==> src/rtl/register_file_scoreboard_if.sv <==
// rtl/register_file_scoreboard_if.sv - write/read/reserve bus for the register file scoreboard
interface register_file_scoreboard_if #(
  parameter int WIDTH     = 16,
  parameter int NUM_REGS  = 16,
  parameter int ADDR_BITS = 4
);
  logic                      wr_en;
  logic [ADDR_BITS-1:0]      wr_addr;
  logic [WIDTH-1:0]          wr_data;
  logic [ADDR_BITS-1:0]      rd_addr_a;
  logic [WIDTH-1:0]          rd_data_a;
  logic                      rd_busy_a;
  logic [ADDR_BITS-1:0]      rd_addr_b;
  logic [WIDTH-1:0]          rd_data_b;
  logic                      rd_busy_b;
  logic                      rsv_en;
  logic [ADDR_BITS-1:0]      rsv_addr;
  logic                      rsv_ok;
  logic [ADDR_BITS:0]        busy_count;
  logic [WIDTH*NUM_REGS-1:0] data_out;

  modport master (
    output wr_en, wr_addr, wr_data, rd_addr_a, rd_addr_b, rsv_en, rsv_addr,
    input  rd_data_a, rd_busy_a, rd_data_b, rd_busy_b, rsv_ok, busy_count, data_out
  );

  modport slave (
    input  wr_en, wr_addr, wr_data, rd_addr_a, rd_addr_b, rsv_en, rsv_addr,
    output rd_data_a, rd_busy_a, rd_data_b, rd_busy_b, rsv_ok, busy_count, data_out
  );
endinterface

==> src/rtl/register_file_scoreboard.sv <==
// rtl/register_file_scoreboard.sv - register file with write-through bypass and busy scoreboard
module register_file_scoreboard #(
  parameter int WIDTH     = 16,
  parameter int NUM_REGS  = 16,
  parameter int ADDR_BITS = 4,
  parameter int ZERO_REG  = 1
) (
  input logic clk,
  input logic reset,
  register_file_scoreboard_if.slave bus
);
  localparam logic [ADDR_BITS:0] NUM_REGS_W = (ADDR_BITS+1)'(NUM_REGS);

  logic [WIDTH-1:0]          regs [NUM_REGS];
  logic [NUM_REGS-1:0]       busy;
  logic [NUM_REGS-1:0]       busy_next;
  logic [ADDR_BITS:0]        busy_count;
  logic [ADDR_BITS:0]        count_next;
  logic [WIDTH-1:0]          stored_a, stored_b;
  logic                      busy_a, busy_b, rsv_busy;
  logic                      wr_legal, rsv_ok, rsv_set;
  logic                      wr_hit_a, wr_hit_b, rsv_hit_a, rsv_hit_b;
  logic [WIDTH*NUM_REGS-1:0] flat;

  function automatic logic in_range(input logic [ADDR_BITS-1:0] a);
    return {1'b0, a} < NUM_REGS_W;
  endfunction

  function automatic logic is_zero(input logic [ADDR_BITS-1:0] a);
    return (ZERO_REG != 0) && (a == '0);
  endfunction

  // A write is legal only to an in-range, non-hardwired register; it also releases that register.
  assign wr_legal = bus.wr_en && in_range(bus.wr_addr) && !is_zero(bus.wr_addr);

  // Look up stored data and busy bits for both read ports and the reservation address.
  always_comb begin
    stored_a = '0;
    stored_b = '0;
    busy_a   = 1'b0;
    busy_b   = 1'b0;
    rsv_busy = 1'b0;
    for (int i = 0; i < NUM_REGS; i++) begin
      if (bus.rd_addr_a == ADDR_BITS'(i)) begin
        stored_a = regs[i];
        busy_a   = busy[i];
      end
      if (bus.rd_addr_b == ADDR_BITS'(i)) begin
        stored_b = regs[i];
        busy_b   = busy[i];
      end
      if (bus.rsv_addr == ADDR_BITS'(i)) rsv_busy = busy[i];
    end
  end

  // A busy register can be re-reserved only when this cycle's write releases it.
  assign rsv_ok  = bus.rsv_en && in_range(bus.rsv_addr) &&
                   (!rsv_busy || (wr_legal && (bus.wr_addr == bus.rsv_addr)));
  // The hardwired zero register accepts reservations but never becomes busy.
  assign rsv_set = rsv_ok && !is_zero(bus.rsv_addr);

  assign wr_hit_a  = wr_legal && (bus.wr_addr == bus.rd_addr_a);
  assign wr_hit_b  = wr_legal && (bus.wr_addr == bus.rd_addr_b);
  assign rsv_hit_a = rsv_set && (bus.rsv_addr == bus.rd_addr_a);
  assign rsv_hit_b = rsv_set && (bus.rsv_addr == bus.rd_addr_b);

  assign bus.rd_data_a = wr_hit_a ? bus.wr_data : stored_a;
  assign bus.rd_data_b = wr_hit_b ? bus.wr_data : stored_b;
  // Same-cycle release clears the reported busy unless a new reservation replaces it.
  assign bus.rd_busy_a = busy_a && (!wr_hit_a || rsv_hit_a);
  assign bus.rd_busy_b = busy_b && (!wr_hit_b || rsv_hit_b);
  assign bus.rsv_ok    = rsv_ok;

  // Next busy vector: release by write first, then set by accepted reservation, then popcount.
  always_comb begin
    busy_next  = busy;
    count_next = '0;
    for (int i = 0; i < NUM_REGS; i++) begin
      if (wr_legal && (bus.wr_addr == ADDR_BITS'(i))) busy_next[i] = 1'b0;
      if (rsv_set && (bus.rsv_addr == ADDR_BITS'(i))) busy_next[i] = 1'b1;
      count_next = count_next + (ADDR_BITS+1)'(busy_next[i]);
    end
  end

  // Busy bits and their count move together at the edge.
  always_ff @(posedge clk or posedge reset) begin
    if (reset) begin
      busy       <= '0;
      busy_count <= '0;
    end else begin
      busy       <= busy_next;
      busy_count <= count_next;
    end
  end

  // Register storage with a single write port.
  always_ff @(posedge clk or posedge reset) begin
    if (reset) begin
      for (int i = 0; i < NUM_REGS; i++) regs[i] <= '0;
    end else begin
      for (int i = 0; i < NUM_REGS; i++) begin
        if (wr_legal && (bus.wr_addr == ADDR_BITS'(i))) regs[i] <= bus.wr_data;
      end
    end
  end

  // Flatten stored contents for the debug view; no bypass here.
  always_comb begin
    flat = '0;
    for (int i = 0; i < NUM_REGS; i++) flat[i*WIDTH +: WIDTH] = regs[i];
  end

  assign bus.data_out   = flat;
  assign bus.busy_count = busy_count;
endmodule

==> src/flat_wrapper.sv <==
// flat-port wrapper written by rule: the top's interface ports become plain ports
module register_file_scoreboard_flat 
#(
  parameter int WIDTH     = 16,
  parameter int NUM_REGS  = 16,
  parameter int ADDR_BITS = 4,
  parameter int ZERO_REG  = 1
)
  (clk, reset, bus_wr_en, bus_wr_addr, bus_wr_data, bus_rd_addr_a, bus_rd_addr_b, bus_rsv_en, bus_rsv_addr, bus_rd_data_a, bus_rd_busy_a, bus_rd_data_b, bus_rd_busy_b, bus_rsv_ok, bus_busy_count, bus_data_out);
  register_file_scoreboard_if #(.WIDTH(WIDTH), .NUM_REGS(NUM_REGS), .ADDR_BITS(ADDR_BITS)) bus_i ();
  input logic clk;
  input logic reset;
  input wire logic [$bits(bus_i.wr_en)-1:0] bus_wr_en;
  input wire logic [$bits(bus_i.wr_addr)-1:0] bus_wr_addr;
  input wire logic [$bits(bus_i.wr_data)-1:0] bus_wr_data;
  input wire logic [$bits(bus_i.rd_addr_a)-1:0] bus_rd_addr_a;
  input wire logic [$bits(bus_i.rd_addr_b)-1:0] bus_rd_addr_b;
  input wire logic [$bits(bus_i.rsv_en)-1:0] bus_rsv_en;
  input wire logic [$bits(bus_i.rsv_addr)-1:0] bus_rsv_addr;
  output wire logic [$bits(bus_i.rd_data_a)-1:0] bus_rd_data_a;
  output wire logic [$bits(bus_i.rd_busy_a)-1:0] bus_rd_busy_a;
  output wire logic [$bits(bus_i.rd_data_b)-1:0] bus_rd_data_b;
  output wire logic [$bits(bus_i.rd_busy_b)-1:0] bus_rd_busy_b;
  output wire logic [$bits(bus_i.rsv_ok)-1:0] bus_rsv_ok;
  output wire logic [$bits(bus_i.busy_count)-1:0] bus_busy_count;
  output wire logic [$bits(bus_i.data_out)-1:0] bus_data_out;
  assign bus_i.wr_en = bus_wr_en;
  assign bus_i.wr_addr = bus_wr_addr;
  assign bus_i.wr_data = bus_wr_data;
  assign bus_i.rd_addr_a = bus_rd_addr_a;
  assign bus_i.rd_addr_b = bus_rd_addr_b;
  assign bus_i.rsv_en = bus_rsv_en;
  assign bus_i.rsv_addr = bus_rsv_addr;
  assign bus_rd_data_a = bus_i.rd_data_a;
  assign bus_rd_busy_a = bus_i.rd_busy_a;
  assign bus_rd_data_b = bus_i.rd_data_b;
  assign bus_rd_busy_b = bus_i.rd_busy_b;
  assign bus_rsv_ok = bus_i.rsv_ok;
  assign bus_busy_count = bus_i.busy_count;
  assign bus_data_out = bus_i.data_out;
  register_file_scoreboard #(.WIDTH(WIDTH), .NUM_REGS(NUM_REGS), .ADDR_BITS(ADDR_BITS), .ZERO_REG(ZERO_REG)) u_core (.clk(clk), .reset(reset), .bus(bus_i));
endmodule
==> config.mk <==
export PLATFORM = sky130hd
export DESIGN_NAME = register_file_scoreboard_flat
export DESIGN_NICKNAME = d
export VERILOG_FILES = /design/src/rtl/register_file_scoreboard_if.sv /design/src/rtl/register_file_scoreboard.sv /design/src/flat_wrapper.sv
export SDC_FILE = /design/constraint.sdc
export NUM_CORES = 1
export LEC_CHECK = 0
export ABC_AREA = 0
export CAP_MARGIN = 15
export CORE_ASPECT_RATIO = 0.6
export CORE_MARGIN = 8
export CORE_UTILIZATION = 53
export DETAILED_ROUTE_END_ITERATION = 10
export PLACE_DENSITY = 0.87
export SLEW_MARGIN = 10
export SYNTH_ARGS = -nofsm -noshare
export SYNTH_HDL_FRONTEND = slang
export SYNTH_SLANG_ARGS = --single-unit
==> constraint.sdc <==
create_clock -name clk -period 10.4 [get_ports clk]
set_input_delay 2.08 -clock clk [delete_from_list [all_inputs] [get_ports clk]]
set_output_delay 2.08 -clock clk [all_outputs]
set_load 0.05 [all_outputs]
==> impl_metrics.ini <==
[status]
outcome = completed

[synth]
mappedNetlistNets = 1763
synthArstFlopShare_pct = 100.0
syn_area_per_cell_sq_um = 9.960
ys.flop_type = dfrtp_1
seq_area_frac_synth_pct = 40.65
syn_inst = 1712
ys_ff_latch = 277
syn-cell-area_sq_mm = 0.01705
ys_types = 73
synth_edf_count = 0
yosys_warnings = 0

[drt]
detail_route.vias_per_cell = 7.241
routedWlPerCell_microns = 32.99
drtPass1Iterations = 9
vias = 17240
drc = 0
drt-initial-drc-count = 3375
ant_nets = 0
finalWirelength_mm = 78.56

[worst_setup_path]
critPathKind = in -> out
path_buf_inv = 3
cp_cell_sequence = clkdlybuf4s50_1 > buf_4 > nand2b_1 > a21oi_1 > nor3_1 > a21oi_1 > o21ai_0 > a21oi_1 > clkdlybuf4s50_1
rr_worst_depth = 16
r2r_end = u_core.bus.busy_count[4]
r2r-start = u_core.busy[11]
cp_max_fo = 42
slowest_delay_ps = 910
crit_path_frequent_cell = a21oi_1
cpLargestDelayFamily = buffers and inverters
r2r_slack_ps = 4710
critPathCaptureType = output port
critPathSlowestCell = clkdlybuf4s50_1
crit_required_ps = 8320
start_kind = input port
arrival_ps = 5930

[power_and_ir_drop]
ir_worst_vdd_v = 0.0002049
fin_total_pwr_mw = 5.387
leakagePower_nw = 8.843
powerDensity_mw_per_mm2 = 251.6

[placed_design]
routabilityCongestion = 1.025
io_buffers = 331
dpl.hpwl_mm = 54.05
placed_cells = 2330
dp_worst_setup_slack_ps = 2125

[clock_network]
clock_latency_ps = 560
cts.root.buffer_cell = clkbuf_16
clk_transition_reported_paths_ps = 70
h-tree-depth = 1
cts_tree = yes
clock-sinks = 277
cts_setup_buffers = 0
cts_resized = 0
cts_buffers = 27
cts_buffer_depth = 3
hold_buffers = 0

[final_layout]
fin_nets = 1986
drive_gt1_share_pct = 19.17
syn2layout_area_growth_pct = 25.55
final_common_cell = clkdlybuf4s50_1
final_cell_mix = 325 x clkdlybuf4s50_1, 277 x dfrtp_1, 259 x mux2_2
layout.cells.non_filler = 2381

[grt]
antenna_found_initial = 4
grt_pass1_wl_mm = 114.0
grt_max_degree = 88
grt_pass1_vias = 16630
grtUsageTotal_pct = 39.65
grt_remaining_overflow = 0

[timing]
worstMarginPinSlew_ps = 1258
period_share_pct = 76.98
rsz0062_at_grt = false
setup_violations = 0
max_clock_freq_ghz = 0.1249
maxSlewHeadroom_pct = 15.99
setup_tns_ps = 0
min_period_ps = 8006
fin_skew_ps = 4.563
final_max_slew_viol_count = 0
setup_slack_ps = 2394
finalHoldViolCount = 0

[min_path]
hp-class = reg -> reg
min_from = u_core.bus.data_out[7]
whs_path_depth = 0
whs_endpoint = u_core.bus.data_out[7]

[die]
num_rows = 51
fp.dieW_microns = 247.6
initial_core_util_pct = 53.23
ios = 332
die_area_sq_mm = 0.03836
core_sq_mm = 0.03203
die_h_microns = 154.9

[flow_run]
drv_cap = 0
[how the worst max path moves through the flow]
stage               slack, ps  depth (start not counted)             start                       end
finish                   2390                          9  bus_rd_addr_a[3]          bus_rd_data_a[0]
global route             2360                          9  bus_rd_addr_a[3]          bus_rd_data_a[0]
CTS                      2660                         17   bus_rsv_addr[1]  u_core.bus.busy_count[4]
detailed placement       2120                         17   bus_rsv_addr[1]  u_core.bus.busy_count[4]
global placement         2220                         17   bus_rsv_addr[1]  u_core.bus.busy_count[4]
floorplan                 680                          1             reset  u_core.bus.busy_count[0]
[metrics by stage]
step,hold WS (ps),util (%),instance area [sq um]
final,431.3,66.83,21410
after global routing,458.6,66.83,21410
after CTS,432.9,66.82,21410
after detailed placement,415.7,63.81,20440
after global placement,418.3,63.81,20440
after floorplan,491.2,-,17050
[logic make-up after synthesis]
kind of cell | after synthesis | synth area share (%)
buf+inv | 212 | 5.217
mux | 338 | 22.70
compound gates | 512 | 19.48
simple gates | 336 | 9.275
xor+xnor | 22 | 1.130
fa+ha+maj | 15 | 1.541
flops | 277 | 40.65
[cell type report]
cell class	instances	area, sq um
flip-flops and latches	277	6932
well taps	424	530.5
clock buffers	39	800.8
inverters	39	153.9
diodes	1	2.502
repair buffers	367	3561
multi-input cells	1223	9263
fillers	2465	10630
clock inverters	11	165.2
[Yosys cell counts, types with 22 or more instances]
master | instances | area, sq um
a21oi_1 | 109 | 545.5
a22o_1 | 33 | 289.0
a22oi_1 | 25 | 187.7
buf_2 | 51 | 255.2
clkbuf_1 | 102 | 382.9
dfrtp_1 | 277 | 6932
inv_1 | 37 | 138.9
mux2_2 | 259 | 2917
mux2i_1 | 65 | 650.6
nand2_1 | 112 | 420.4
nand2b_1 | 22 | 137.6
nand3_1 | 26 | 130.1
nor2_1 | 91 | 341.6
nor2b_1 | 25 | 156.4
o21ai_0 | 131 | 655.6
o22ai_1 | 47 | 294.0
[where the power goes]
| part | switching, mW | leakage (nW) | internal [mW] |
|---|---|---|---|
| combinational | 1.64 | 4.94 | 0.929 |
| clock | 0.461 | 0.476 | 0.634 |
| sequential | 0.394 | 3.43 | 1.32 |
[routing by layer]
layer  global-route usage, %  up-vias  routed length (microns)
li1                        -     6760                        -
met1                   51.88     8352                    28510
met2                   52.52     1718                    30030
met3                   23.08      404                    15500
met4                   16.30        6                     4487
met5                       0        -                       34
[registers in the layout, indices dropped and copies added, names as in the netlist]
register               cells
u_core.bus.busy_count      5
u_core.bus.data_out      256
u_core.busy               16
(Power assumes the default switching activity.)
